`src/rtl/led_pattern_gen_if.sv`:
```
// led_pattern_gen_if: control and display signals of the LED pattern generator
// master: drives mode/run/step, observes leds/tick
// slave:  the generator itself
interface led_pattern_gen_if #(
  parameter int WIDTH = 8
);
  logic [1:0]       mode;
  logic             run;
  logic             step;
  logic [WIDTH-1:0] leds;
  logic             tick;
  modport master(output mode, run, step, input leds, tick);
  modport slave(input mode, run, step, output leds, tick);
endinterface

```
`src/rtl/led_pattern_gen.sv`:
```
// led_pattern_gen: WIDTH-bit LED pattern (up/down/scanner/Gray) advanced at TICK_HZ or by single step
// clk   : system clock
// rst_n : synchronous active-low reset
// bus   : mode/run/step in, registered leds and one-cycle tick out
module led_pattern_gen #(
  parameter int CLK_FREQ = 25_000_000,
  parameter int TICK_HZ  = 2,
  parameter int WIDTH    = 8
) (
  input logic               clk,
  input logic               rst_n,
  led_pattern_gen_if.slave  bus
);
  localparam int DIV = (CLK_FREQ / TICK_HZ) < 1 ? 1 : CLK_FREQ / TICK_HZ;
  localparam logic [31:0] LAST = 32'(DIV - 1);
  logic [31:0]      pcnt_q, pcnt_d;
  logic [WIDTH-1:0] cnt_q, cnt_d, leds_q, leds_d;
  logic [WIDTH-1:0] start_cnt, start_leds, up_n, dn_n, scan_n;
  logic [1:0]       mode_q;
  logic             dir_q, dir_d, tick_q, step_q, mode_chg, adv, wrap;
  always_comb begin
    mode_chg   = bus.mode != mode_q;
    wrap       = bus.run && pcnt_q == LAST;
    adv        = !mode_chg && (wrap || (!bus.run && bus.step && !step_q));
    start_cnt  = bus.mode == 2'd1 ? '1 : '0;
    start_leds = bus.mode == 2'd1 ? '1 : bus.mode == 2'd2 ? WIDTH'(1) : '0;
    up_n       = cnt_q + WIDTH'(1);
    dn_n       = cnt_q - WIDTH'(1);
    scan_n     = dir_q ? leds_q >> 1 : leds_q << 1;
    pcnt_d     = mode_chg || wrap ? '0 : bus.run ? pcnt_q + 32'd1 : pcnt_q;
    cnt_d      = mode_chg ? start_cnt : !adv ? cnt_q :
                 mode_q == 2'd1 ? dn_n : mode_q == 2'd2 ? cnt_q : up_n;
    leds_d     = mode_chg ? start_leds : !adv ? leds_q :
                 mode_q == 2'd0 ? up_n : mode_q == 2'd1 ? dn_n :
                 mode_q == 2'd2 ? scan_n : up_n ^ (up_n >> 1);
    // direction flips only when the lit bit lands on an end
    dir_d      = mode_chg ? 1'b0 : !(adv && mode_q == 2'd2) ? dir_q :
                 dir_q ? !scan_n[0] : scan_n[WIDTH-1];
  end
  always_ff @(posedge clk) begin
    if (!rst_n) begin
      pcnt_q <= '0;
      tick_q <= 1'b0;
      step_q <= 1'b0;
      mode_q <= bus.mode;
      cnt_q  <= start_cnt;
      leds_q <= start_leds;
      dir_q  <= 1'b0;
    end else begin
      pcnt_q <= pcnt_d;
      tick_q <= adv;
      step_q <= bus.step;
      mode_q <= bus.mode;
      cnt_q  <= cnt_d;
      leds_q <= leds_d;
      dir_q  <= dir_d;
    end
  end
  assign bus.leds = leds_q;
  assign bus.tick = tick_q;
endmodule

```
`src/flat_wrapper.sv`:
```
// flat-port wrapper written by rule: the top's interface ports become plain ports
module led_pattern_gen_flat 
#(
  parameter int CLK_FREQ = 25_000_000,
  parameter int TICK_HZ  = 2,
  parameter int WIDTH    = 8
)
  (clk, rst_n, bus_mode, bus_run, bus_step, bus_leds, bus_tick);
  led_pattern_gen_if #(.WIDTH(WIDTH)) bus_i ();
  input logic clk;
  input logic rst_n;
  input wire logic [$bits(bus_i.mode)-1:0] bus_mode;
  input wire logic [$bits(bus_i.run)-1:0] bus_run;
  input wire logic [$bits(bus_i.step)-1:0] bus_step;
  output wire logic [$bits(bus_i.leds)-1:0] bus_leds;
  output wire logic [$bits(bus_i.tick)-1:0] bus_tick;
  assign bus_i.mode = bus_mode;
  assign bus_i.run = bus_run;
  assign bus_i.step = bus_step;
  assign bus_leds = bus_i.leds;
  assign bus_tick = bus_i.tick;
  led_pattern_gen #(.CLK_FREQ(CLK_FREQ), .TICK_HZ(TICK_HZ), .WIDTH(WIDTH)) u_core (.clk(clk), .rst_n(rst_n), .bus(bus_i));
endmodule
```
`config.mk`:
```
export PLATFORM = sky130hd
export DESIGN_NAME = led_pattern_gen_flat
export DESIGN_NICKNAME = d
export VERILOG_FILES = /design/src/rtl/led_pattern_gen_if.sv /design/src/rtl/led_pattern_gen.sv /design/src/flat_wrapper.sv
export SDC_FILE = /design/constraint.sdc
export NUM_CORES = 1
export LEC_CHECK = 0
export CORE_UTILIZATION = 34
export CTS_BUF_LIST = sky130_fd_sc_hd__clkbuf_2 sky130_fd_sc_hd__clkbuf_4 sky130_fd_sc_hd__clkbuf_8
export CTS_CLUSTER_SIZE = 14
export DETAILED_ROUTE_END_ITERATION = 8
export HOLD_SLACK_MARGIN = 0.06
export SYNTH_ARGS = -nofsm -noshare
export SYNTH_HDL_FRONTEND = slang
export SYNTH_SLANG_ARGS = --single-unit
```
`constraint.sdc`:
```
create_clock -name clk -period 3.6 [get_ports clk]
set_input_delay 0.9 -clock clk [delete_from_list [all_inputs] [get_ports clk]]
set_output_delay 0.9 -clock clk [all_outputs]
set_load 0.05 [all_outputs]
```
* Word-level counts from Yosys, hierarchy flattened
Index checks and enable logic that the tools add are counted.
** Word-level totals
- Register bits :: 53
- Input bits :: 6
- Output and inout port bits :: 9
** Operators by class
- Add/sub/neg operators :: 3
- Eq/ne operators :: 8
- Mux-type cells :: 16
- Bitwise gates (word level) :: 2
- Reductions and logical operators :: 15
** Operator list (count)
- two-way mux 8 bit :: 14
- adder 32 x 1 -> 32 bit, second input constant :: 1
- equality test 32 x 24 -> 1 bit, second input constant :: 1
- adder 8 x 1 -> 8 bit, second input constant :: 1
- subtractor 8 x 1 -> 8 bit, second input constant :: 1
- bitwise XOR 8 x 7 -> 8 bit :: 1
- logical AND 1 bit :: 5
- equality test 2 x 1 -> 1 bit, second input constant :: 2
- equality test 2 bit, second input constant :: 2
- zero test 1 bit :: 4
- != test 4 x 2 -> 1 bit, second input constant :: 1
- OR reduction 2 bit :: 2
- != test 3 x 1 -> 1 bit, second input constant :: 1
- zero test 2 bit :: 1
- logical OR 1 bit :: 2
- two-way mux 1 bit :: 2
- != test 2 bit :: 1
- AND reduction 2 bit :: 1
- NOT 1 bit :: 1

* Longest topological paths before layout
Gate-level depths: netlist of run 1.
- Word-level depth :: 8
- Depth in mapped cells :: 8
- Gate-level depth less buffers :: 7

* Worst setup path before layout of run 1
OpenSTA, ideal clock, no wires.
- Path type :: input-to-reg
- Start :: in bus_run
- End :: reg u_core.cnt_q[0], enable pin
- Arrival time :: 2.271 ns
- Setup slack :: 0.945 ns
- Cell stages on the path :: 6
- Buffers on the path :: 1
- Path through :: buf_4 and3_1 nand3_1 nor4_2 nor2_1 o21ai_0
** Between the ends
- Longest elaborated chain between the ends :: 7
- Elaborated cells between the ends (all ways) :: 8
** RTL lines
- start, declared :: line flat_wrapper.sv:13 : input wire logic [$bits(bus_i.run)-1:0] bus_run;
- zero test 1 bit :: line led_pattern_gen.sv:24 : adv = !mode_chg && (wrap || (!bus.run && bus.step && !step_q));
- logical AND 1 bit (2 in series) :: line led_pattern_gen.sv:24
- logical OR 1 bit (*) :: line led_pattern_gen.sv:24
- logical AND 1 bit (*) :: line led_pattern_gen.sv:24
- != test 3 x 1 -> 1 bit (no line) (*)
- AND reduction 2 bit (no line) (*)
- end signal, assigned :: line led_pattern_gen.sv:46 : cnt_q <= start_cnt;
- end signal, assigned :: line led_pattern_gen.sv:54 : cnt_q <= cnt_d;
- end, declared :: line led_pattern_gen.sv:17 : logic [WIDTH-1:0] cnt_q, cnt_d, leds_q, leds_d;
Every way passes the cells marked *; elsewhere a longest branch is shown, timed or not.
A chain may end at the register's enable or synchronous reset.

* Worst setup path after layout of run 1
- Start :: in bus_run
- End :: reg u_core.pcnt_q[30]
** Between the ends
- Longest elaborated chain between the ends :: 3
** RTL lines
- logical AND 1 bit :: line led_pattern_gen.sv:23 : wrap = bus.run && pcnt_q == LAST;
- logical OR 1 bit :: line led_pattern_gen.sv:30 : pcnt_d = mode_chg || wrap ? '0 : bus.run ? pcnt_q + 32'd1 : pcnt_q;
- OR reduction 2 bit (no line)
- end signal, assigned :: line led_pattern_gen.sv:50 : pcnt_q <= pcnt_d;
- end, declared :: line led_pattern_gen.sv:16 : logic [31:0] pcnt_q, pcnt_d;
Several ways; a longest one is shown, not always the timed one.

==> results.txt, run 1 <==
WP data required: 3810 ps
placed insts: 457
initial core utilization: 35.2%
initial antenna violation count: 0
critical path, cell by cell: clkdlybuf4s50_1, and3_1, nand3_1, nor3_1, a21bo_2, a21oi_1
die height: 97.2 µm
CTS Hold Bufs: 0
layout cell share with drive strength beyond 1: 6.72%
clock root cell: clkbuf_8
final hold violations: 0
top-area cell type share of the netlist area: 24.0%
Hold Path Stages: 2
dominant cells by area after synthesis: dfxtp_1, edfxtp_1, xnor2_1, nor2_1, nor3_1
PwrDens: 389 mW/mm²
area leader, netlist: dfxtp_1
first-pass GRT wire length: 11200 µm
die width: 97.2 µm
f_max: 0.370 GHz
Syn Nets: 359
grt met3 use: 2.52%
status: complete, no violations
clk sinks: 53
I/O Pins: 15
Hold Path End: u_core.pcnt_q[31]
Worst setup SP type: input pin
utilization after layout: 38.8%
flop2flop setup slack: 1280 ps
Skew-Pair Late Insertion Delay: 320 ps
P_leak: 1.06 nW
Fin Hold WS: 516 ps
grt met2 use: 23.2%
total setup buffers inserted after CTS: 0
highest-delay cell along the critical path: clkdlybuf4s50_1
max cap viols: 0
Placement Setup Slack: 555 ps
worst-case clock buffer depth: 2
asr flop ratio synth: 0%
area grow syn2layout: 10.2%
final instance area: 0.00340 mm²
CP Capture Type: register
Setup Total Neg Slack: 0 ps
Worst Path Max Fanout: 12
number of H-tree levels: 2
Global Route met1 Usage: 18.9%
Mapped Cells: 349
final worst-path cycle share: 75.0%
reg2reg start: u_core.cnt_q[0]
main flop type after synthesis: dfxtp_1
largest net degree at the start of global routing: 20
Seq cells post-synth: 53
Final GP Congestion: 0.782
remaining global-route overflow: 0
sequential area share after synthesis: 39.6%
# rows: 34
post-DP HPWL: 4710 µm
diode count: 0
DRT iter0 DRCs: 106
crit-path max cell delay: 610 ps
routed vias: 2501
Max VDD drop: 151 µV
Post-Syn Area: 0.00308 mm²
# setup viols final: 0
IO buf count: 14
clock skew: 13.0 ps
drt pass-1 iters: 4
post-route insts no fill: 465
EDFF count, synth: 16
vias in the first global route: 2414
arrival time worst endpoint: 2910 ps
min Tclk post-route: 2700 ps
nets@finish: 366
routed wire length: 6470 µm
Yosys cell types: 51
total CTS buffers: 5
Placed Area: 0.00330 mm²
worst reg2reg path depth: 6
Worst-path clk slew: 100 ps
Slew @ Worst Pin: 740 ps
CTS resizes: 0
Pwr Total: 1.32 mW
Vias/cell: 5.38
Core Region: 0.00876 mm²
slew margin rel.: 50.6%
Syn Area/Cell: 8.84 µm²
RSZ-0062 raised after global routing: no
synth warn: 0
hold_sp: u_core.pcnt_q[31]
DR WL/cell: 13.9 µm
drc violations: 0
Final WS setup: 900 ps
fin. max-slew vios: 0
most used routing layer: met2
antenna viol nets, final: 0
Hold Path Class: reg2reg
critical path type: in2reg
CTS tree: done
Overall Global Routing Usage: 14.2%
worst reg2reg endpoint: u_core.bus.leds[6]
Die Area: 0.00946 mm²
[area by class of cell]
| class | instances | area [µm²] |
|---|---|---|
| repair buffers | 18 | 170 |
| flip-flops and latches | 53 | 1220 |
| fillers | 916 | 5370 |
| well taps | 108 | 135 |
| clock inverters | 3 | 28.8 |
| multi-input cells | 265 | 1730 |
| inverters | 13 | 48.8 |
| clock buffers | 5 | 68.8 |
[sequential cells by signal, summed over array words and instances, names as in the netlist]
register	flops
u_core.bus.tick	1
u_core.bus.leds	8
u_core.step_q	1
u_core.cnt_q	8
u_core.dir_q	1
u_core.mode_q	2
u_core.pcnt_q	32
[worst max-delay path by stage]
stage / to / start
finish: u_core.pcnt_q[30] / bus_run
global route: u_core.pcnt_q[22] / bus_run
CTS: u_core.pcnt_q[30] / bus_run
detailed placement: u_core.pcnt_q[30] / bus_run
global placement: u_core.pcnt_q[30] / bus_run
floorplan: u_core.cnt_q[0] / bus_run
[cells in the final DEF, fill, tap and decap left out, drive strengths merged, types with 10 or more instances in the layout]
cell type      instances
nand2                 18
inv                   15
nand3                 19
clkdlybuf4s50         14
nor3                  22
xnor2                 33
a21oi                 16
edfxtp                16
xor2                  10
nor2                  44
o21ai                 15
nor4                  14
dfxtp                 37
[synth_stat cells (2+ instances only)]
cell       n
nor4_1    13
nand4_1    5
nand2_1   18
buf_4      5
xnor2_1   33
edfxtp_1  16
nor3_1    22
ha_1       4
clkbuf_1  10
and3_1     4
and2_1     3
nand2b_1   4
mux2i_1    7
a211oi_1   4
or3_1      4
inv_1     12
o21ai_0   14
buf_2      2
dfxtp_1   37
mux2_2     5
o211a_1    2
o21a_1     3
nand3_1   17
nor2b_1    2
and4_1     5
a21oi_1   16
o211ai_1   4
nor3b_1    3
xor2_1    10
nor2_1    44
[cell families (layout without fill, tap and decap cells)]
logic type	after synthesis	count (layout)	synth area share (%)
simple gates	152	152	26.4
fa+ha+maj	4	4	1.62
xor+xnor	44	44	12.9
flops	53	53	39.6
mux	12	12	4.10
buf+inv	31	39	4.46
compound gates	53	53	10.9
[power by group]
| part | switching [mW] | total [mW] | leakage [nW] | internal (mW) |
|---|---|---|---|---|
| clock | 0.226 | 0.374 | 0.0511 | 0.147 |
| sequential | 0.0425 | 0.691 | 0.477 | 0.648 |
| combinational | 0.153 | 0.259 | 0.528 | 0.106 |
[layer usage]
layer,share of wire [%],vias up,wire length [µm]
li1,-,1260,-
met5,0,-,0
met2,46,37,2990
met4,1.4,0,93
met1,49,1197,3150
met3,3.5,7,229
[worst max-delay path, delay by kind of cell]
family	cells	cell delay (ps)
and+or+nand+nor	3	1150
AOI/OAI and AO/OA	2	250
buffers and inverters	1	610
Power figures use the tool's default switching activity.
==> inputs of run 2 (changes only) <==
clock period = 2.6 ns   (was 3.6 ns; I/O delays follow)
==> results.txt, run 2 (synthesis results as in run 1) <==
IO buf count: 14 (unchanged)
area grow syn2layout: 13.4%
DR WL/cell: 13.8 µm (-0.49%)
switching share of power: 29.6% (-2.3 points)
worst reg2reg endpoint: u_core.bus.leds[6]
Overall Global Routing Usage: 14.6% (+0.35 points)
initial core utilization: 35.2% (unchanged)
Skew-Pair Late Insertion Delay: 310 ps (about the same)
clk sinks: 53 (unchanged)
CP endpoint: u_core.bus.leds[5]
largest net degree at the start of global routing: 33 (+65%)
highest-delay cell along the critical path: clkdlybuf4s50_1
critical path type: in2reg
number of H-tree levels: 2 (unchanged)
max cap viols: 0 (unchanged)
Logic pwr share: 19.9% (+0.3 points)
critical path, cell by cell: clkdlybuf4s50_1, xnor2_1, and3_1, o21ai_0, nor3_1, a21oi_1
clock skew: 16.9 ps (+3.89 ps)
initial antenna violation count: 0 (unchanged)
Final GP Congestion: 0.793 (+1.4%)
final hold violations: 0 (unchanged)
die height: 97.2 µm (unchanged)
min Tclk post-route: 2210 ps
clock root cell: clkbuf_8
Setup Total Neg Slack: 0 ps (unchanged)
final worst-path cycle share: 85.1%
f_max: 0.452 GHz
# rows: 34 (unchanged)
arrival time worst endpoint: 2280 ps (-630 ps)
CP top delay family: simple AND/OR/NAND/NOR gates
Worst setup SP type: input pin
antenna viol nets, final: 0 (unchanged)
max reg flops: 32 (unchanged)
crit path from: bus_mode[1]
CTS Hold Bufs: 0 (unchanged)
layout cell share with drive strength beyond 1: 9.02% (+2.3 points)
PwrDens: 548 mW/mm² (+41%)
clock share of power: 30.7% (+2.5 points)
routed wire length: 6560 µm (+1.4%)
CTS resizes: 0 (unchanged)
post-DP HPWL: 4720 µm (+0.23%)
CP Capture Type: register
Worst Path Buf+Inv: 1 (unchanged)
most frequent cells in the layout: nor2_1, dfxtp_1, xnor2_1
sequential share of power: 49.4% (-2.8 points)
flop2flop setup slack: 420 ps (-860 ps)
Vias/cell: 5.36 (-0.33%)
RSZ-0062 raised after global routing: no
critical path depth: 6 (unchanged)
P_leak: 1.11 nW (+5.4%)
commonest non-fill, non-tap cell in the layout: nor2_1
DRT iter0 DRCs: 109 (+2.8%)
WP data required: 2660 ps (-1150 ps)
Hold Path Class: reg2reg
worst reg2reg path depth: 6 (unchanged)
crit-path max cell delay: 540 ps (-70 ps)
first-pass GRT wire length: 11500 µm (+3.2%)
nets@finish: 375 (+2.5%)
status: complete, no violations
Pwr Total: 1.92 mW (+45%)
total setup buffers inserted after CTS: 0 (unchanged)
slew margin rel.: 66.5% (+16 points)
vias in the first global route: 2440 (+1.1%)
cell internal pwr: 1.35 mW (+50%)
Max VDD drop: 304 µV (+100%)
total CTS buffers: 5 (unchanged)
diode count: 0 (unchanged)
Worst Path Max Fanout: 11 (-1)
drt pass-1 iters: 5 (+1)
routed vias: 2541 (+1.6%)
remaining global-route overflow: 0 (unchanged)
I/O Pins: 15 (unchanged)
worst-case clock buffer depth: 2 (unchanged)
CTS tree: done
register with the most flip-flops: u_core.pcnt_q
Slew @ Worst Pin: 501 ps (-239 ps)
die width: 97.2 µm (unchanged)
reg2reg start: u_core.cnt_q[1]
# setup viols final: 0 (unchanged)
Core Region: 0.00876 mm² (unchanged)
drc violations: 0 (unchanged)
Worst-path clk slew: 110 ps (about the same)
Sw Pwr: 0.567 mW (+34%)
Die Area: 0.00946 mm² (unchanged)
fin. max-slew vios: 0 (unchanged)
-- run 2: how the worst min path moves through the flow --
| stage | startpoint | endpoint | slack, ps | cells after the start |
|---|---|---|---|---|
| 4_1_cts | u_core.pcnt_q[31] | u_core.pcnt_q[31] | 500 | 2 |
| 3_3_place_gp | u_core.pcnt_q[31] | u_core.pcnt_q[31] | 480 | 2 |
| 5_1_grt | u_core.pcnt_q[31] | u_core.pcnt_q[31] | 520 | 2 |
| 2_1_floorplan | u_core.pcnt_q[31] | u_core.pcnt_q[31] | 460 | 2 |
| 6_report | u_core.pcnt_q[31] | u_core.pcnt_q[31] | 500 | 2 |
| 3_5_place_dp | u_core.pcnt_q[31] | u_core.pcnt_q[31] | 480 | 2 |
-- run 2: power groups by stage --
stage | Clock, mW | Combinational [mW] | Sequential (mW)
6_report | 0.588 | 0.382 | 0.946
5_1_grt | 0.628 | 0.418 | 0.954
4_1_cts | 0.604 | 0.383 | 0.947
3_5_place_dp | 0 | 0.382 | 0.966
3_3_place_gp | 0 | 0.378 | 0.965
2_1_floorplan | 0 | 0.231 | 1.01
-- run 2: area by class of cell --
cell class | instances | area (µm²)
Clock inverter | 3 | 47.5
Sequential cell | 53 | 1220
Inverter | 13 | 48.8
Fill cell | 897 | 5270
Timing Repair Buffer | 27 | 250
Tap cell | 108 | 135
Multi-Input combinational cell | 265 | 1730
Clock buffer | 5 | 68.8
-- run 2: per-layer routing --
metal | vias up | part of all wire, % | GRT usage, %
met5 | - | 0 | 0
met4 | 0 | 1.8 | 4.41
met3 | 10 | 4.5 | 2.52
met2 | 56 | 44 | 23.2
met1 | 1192 | 50 | 20.2
li1 | 1283 | - | -
-- run 2: worst reg2reg max path, stage by stage (launching register included) --
cell      delay [ps]
edfxtp_1         490
ha_1             290
inv_1            100
or3_1            470
a211oi_1         260
nor3b_1           90
o311ai_1         290
-- run 2: metrics by stage --
| step | hold WS (ps) | area, µm² | util [%] | worst slack (ps) | cells |
|---|---|---|---|---|---|
| after floorplan | 457 | 3080 | - | 195 | 349 |
| after global placement | 484 | 3380 | 38.6 | 119 | 466 |
| after detailed placement | 484 | 3380 | 38.6 | 71.7 | 466 |
| after CTS | 500 | 3500 | 39.9 | 392 | 474 |
| after global routing | 525 | 3500 | 39.9 | 225 | 474 |
| final | 496 | 3500 | 39.9 | 386 | 474 |
==> inputs of run 3 (changes only) <==
CORE_MARGIN = 4   (was not set)
CORE_UTILIZATION = 45   (was 34)
CTS_BUF_LIST = not set   (was sky130_fd_sc_hd__clkbuf_2 sky130_fd_sc_hd__clkbuf_4 sky130_fd_sc_hd__clkbuf_8)
==> results.txt, run 3 (synthesis results as in run 1) <==
# rows: 29 (-15%)
Setup Total Neg Slack: 0 ps (unchanged)
Worst setup SP type: register
utilization after layout: 52.9% (+13 points)
Max VDD drop: 300 µV (-1.4%)
PwrDens: 524 mW/mm² (-4.3%)
CTS tree: done
post-DP HPWL: 4880 µm (+3.3%)
final hold violations: 0 (unchanged)
fin. max-slew vios: 0 (unchanged)
CTS Hold Bufs: 0 (unchanged)
layout cell share with drive strength beyond 1: 8.99% (-0.025 points)
die height: 90.8 µm (-6.6%)
routed vias: 2548 (+0.28%)
Overall Global Routing Usage: 16.7% (+2.1 points)
Worst-path clk slew: 90 ps (-20 ps)
drc violations: 0 (unchanged)
worst-case clock buffer depth: 2 (unchanged)
die width: 90.8 µm (-6.6%)
CTS resizes: 0 (unchanged)
initial antenna violation count: 0 (unchanged)
final worst-path cycle share: 88.0% (+2.8 points)
drt pass-1 iters: 4 (-1)
DR WL/cell: 15.0 µm (+8.2%)
clock skew: 11.5 ps (-5.39 ps)
critical path type: reg2reg
Die Area: 0.00824 mm² (-13%)
arrival time worst endpoint: 2380 ps (+100 ps)
commonest non-fill, non-tap cell in the layout: nor2_1
cell internal pwr: 1.25 mW (-7.3%)
Sw Pwr: 0.551 mW (-2.8%)
area grow syn2layout: 11.4%
f_max: 0.437 GHz (-3.2%)
IO buf count: 14 (unchanged)
first-pass GRT wire length: 11500 µm (about the same)
largest net degree at the start of global routing: 33 (unchanged)
clock share of power: 25.8% (-4.9 points)
Logic pwr share: 21.6% (+1.7 points)
P_leak: 1.10 nW (-0.88%)
# setup viols final: 0 (unchanged)
slew margin rel.: 66.0% (-0.54 points)
WP data required: 2690 ps (+30 ps)
total setup buffers inserted after CTS: 0 (unchanged)
diode count: 0 (unchanged)
switching share of power: 30.6% (+1.0 points)
register with the most flip-flops: u_core.pcnt_q
clk sinks: 53 (unchanged)
DRT iter0 DRCs: 193 (+77%)
Hold Path Class: reg2reg
sequential share of power: 52.6% (+3.2 points)
nets@finish: 376 (+0.27%)
RSZ-0062 raised after global routing: no
antenna viol nets, final: 0 (unchanged)
number of H-tree levels: 2 (unchanged)
Core Region: 0.00649 mm² (-26%)
I/O Pins: 15 (unchanged)
max reg flops: 32 (unchanged)
routed wire length: 6650 µm (+1.3%)
most frequent cells in the layout: nor2_1, dfxtp_1, xnor2_1
Skew-Pair Late Insertion Delay: 300 ps (about the same)
vias in the first global route: 2360 (-3.3%)
remaining global-route overflow: 0 (unchanged)
min Tclk post-route: 2290 ps (+73.2 ps)
status: complete, no violations
clock root cell: clkbuf_8
total CTS buffers: 5 (unchanged)
Worst Path Max Fanout: 7 (-4)
CP Capture Type: register
initial core utilization: 47.5% (+12 points)
Vias/cell: 5.74 (+7.1%)
max cap viols: 0 (unchanged)
Slew @ Worst Pin: 509 ps (+8.05 ps)
Pwr Total: 1.80 mW (-6.0%)
Final GP Congestion: 0.839 (+5.8%)
==> run 3: cell types whose count changed in the layout (fill, tap and decap cells not counted) <==
cell / before / now
clkbuf_1: 0 / 1
clkinv_2: 0 / 1
buf_4: 12 / 13
inv_6: 2 / 1
bufinv_16: 1 / 0
==> run 3: worst max-delay path: stages, from the launching register on <==
cell      delay, ps
edfxtp_1        510
ha_1            300
inv_1           100
or3_1           480
a211oi_1        270
nor3b_1          80
o311ai_1        340
==> run 3: layout make-up <==
class / count / area (µm²)
clock buffers: 6 / 72.6
clock inverters: 2 / 13.8
fillers: 605 / 3060
inverters: 13 / 48.8
multi-input cells: 265 / 1730
flip-flops and latches: 53 / 1220
well taps: 77 / 96.3
repair buffers: 28 / 258
==> run 3: metal layers <==
metal | vias up | track usage [%] | wire (µm)
li1 | 1285 | - | -
met1 | 1199 | 25.5 | 3420
met2 | 60 | 24.3 | 2800
met3 | 4 | 3.17 | 373
met4 | 0 | 3.52 | 50
met5 | - | 0 | 0
==> run 3: worst paths after layout <==
kind	from	cells past startpoint	end	slack [ps]
setup reg to reg	u_core.cnt_q[1]	6	u_core.bus.leds[6]	310
setup / recovery	u_core.cnt_q[1]	6	u_core.bus.leds[6]	310
hold / removal	u_core.pcnt_q[31]	2	u_core.pcnt_q[31]	500
hold reg to reg	u_core.pcnt_q[31]	2	u_core.pcnt_q[31]	500
==> run 3: power groups by stage <==
stage,clock (mW),combinational [mW],sequential (mW)
3_5_place_dp,0,0.387,0.966
2_1_floorplan,0,0.231,1.01
5_1_grt,0.518,0.422,0.953
3_3_place_gp,0,0.383,0.965
4_1_cts,0.483,0.388,0.947
6_report,0.465,0.389,0.948
==> run 3: stage by stage <==
step           hold WS [ps]  area (µm²)  setup WS (ps)  cells
2_1_floorplan           457        3080            195    349
5_1_grt                 556        3440            163    444
4_1_cts                 508        3440            308    444
3_3_place_gp            474        3350           45.2    436
6_report                501        3440            313    444
3_5_place_dp            493        3350          -17.2    436
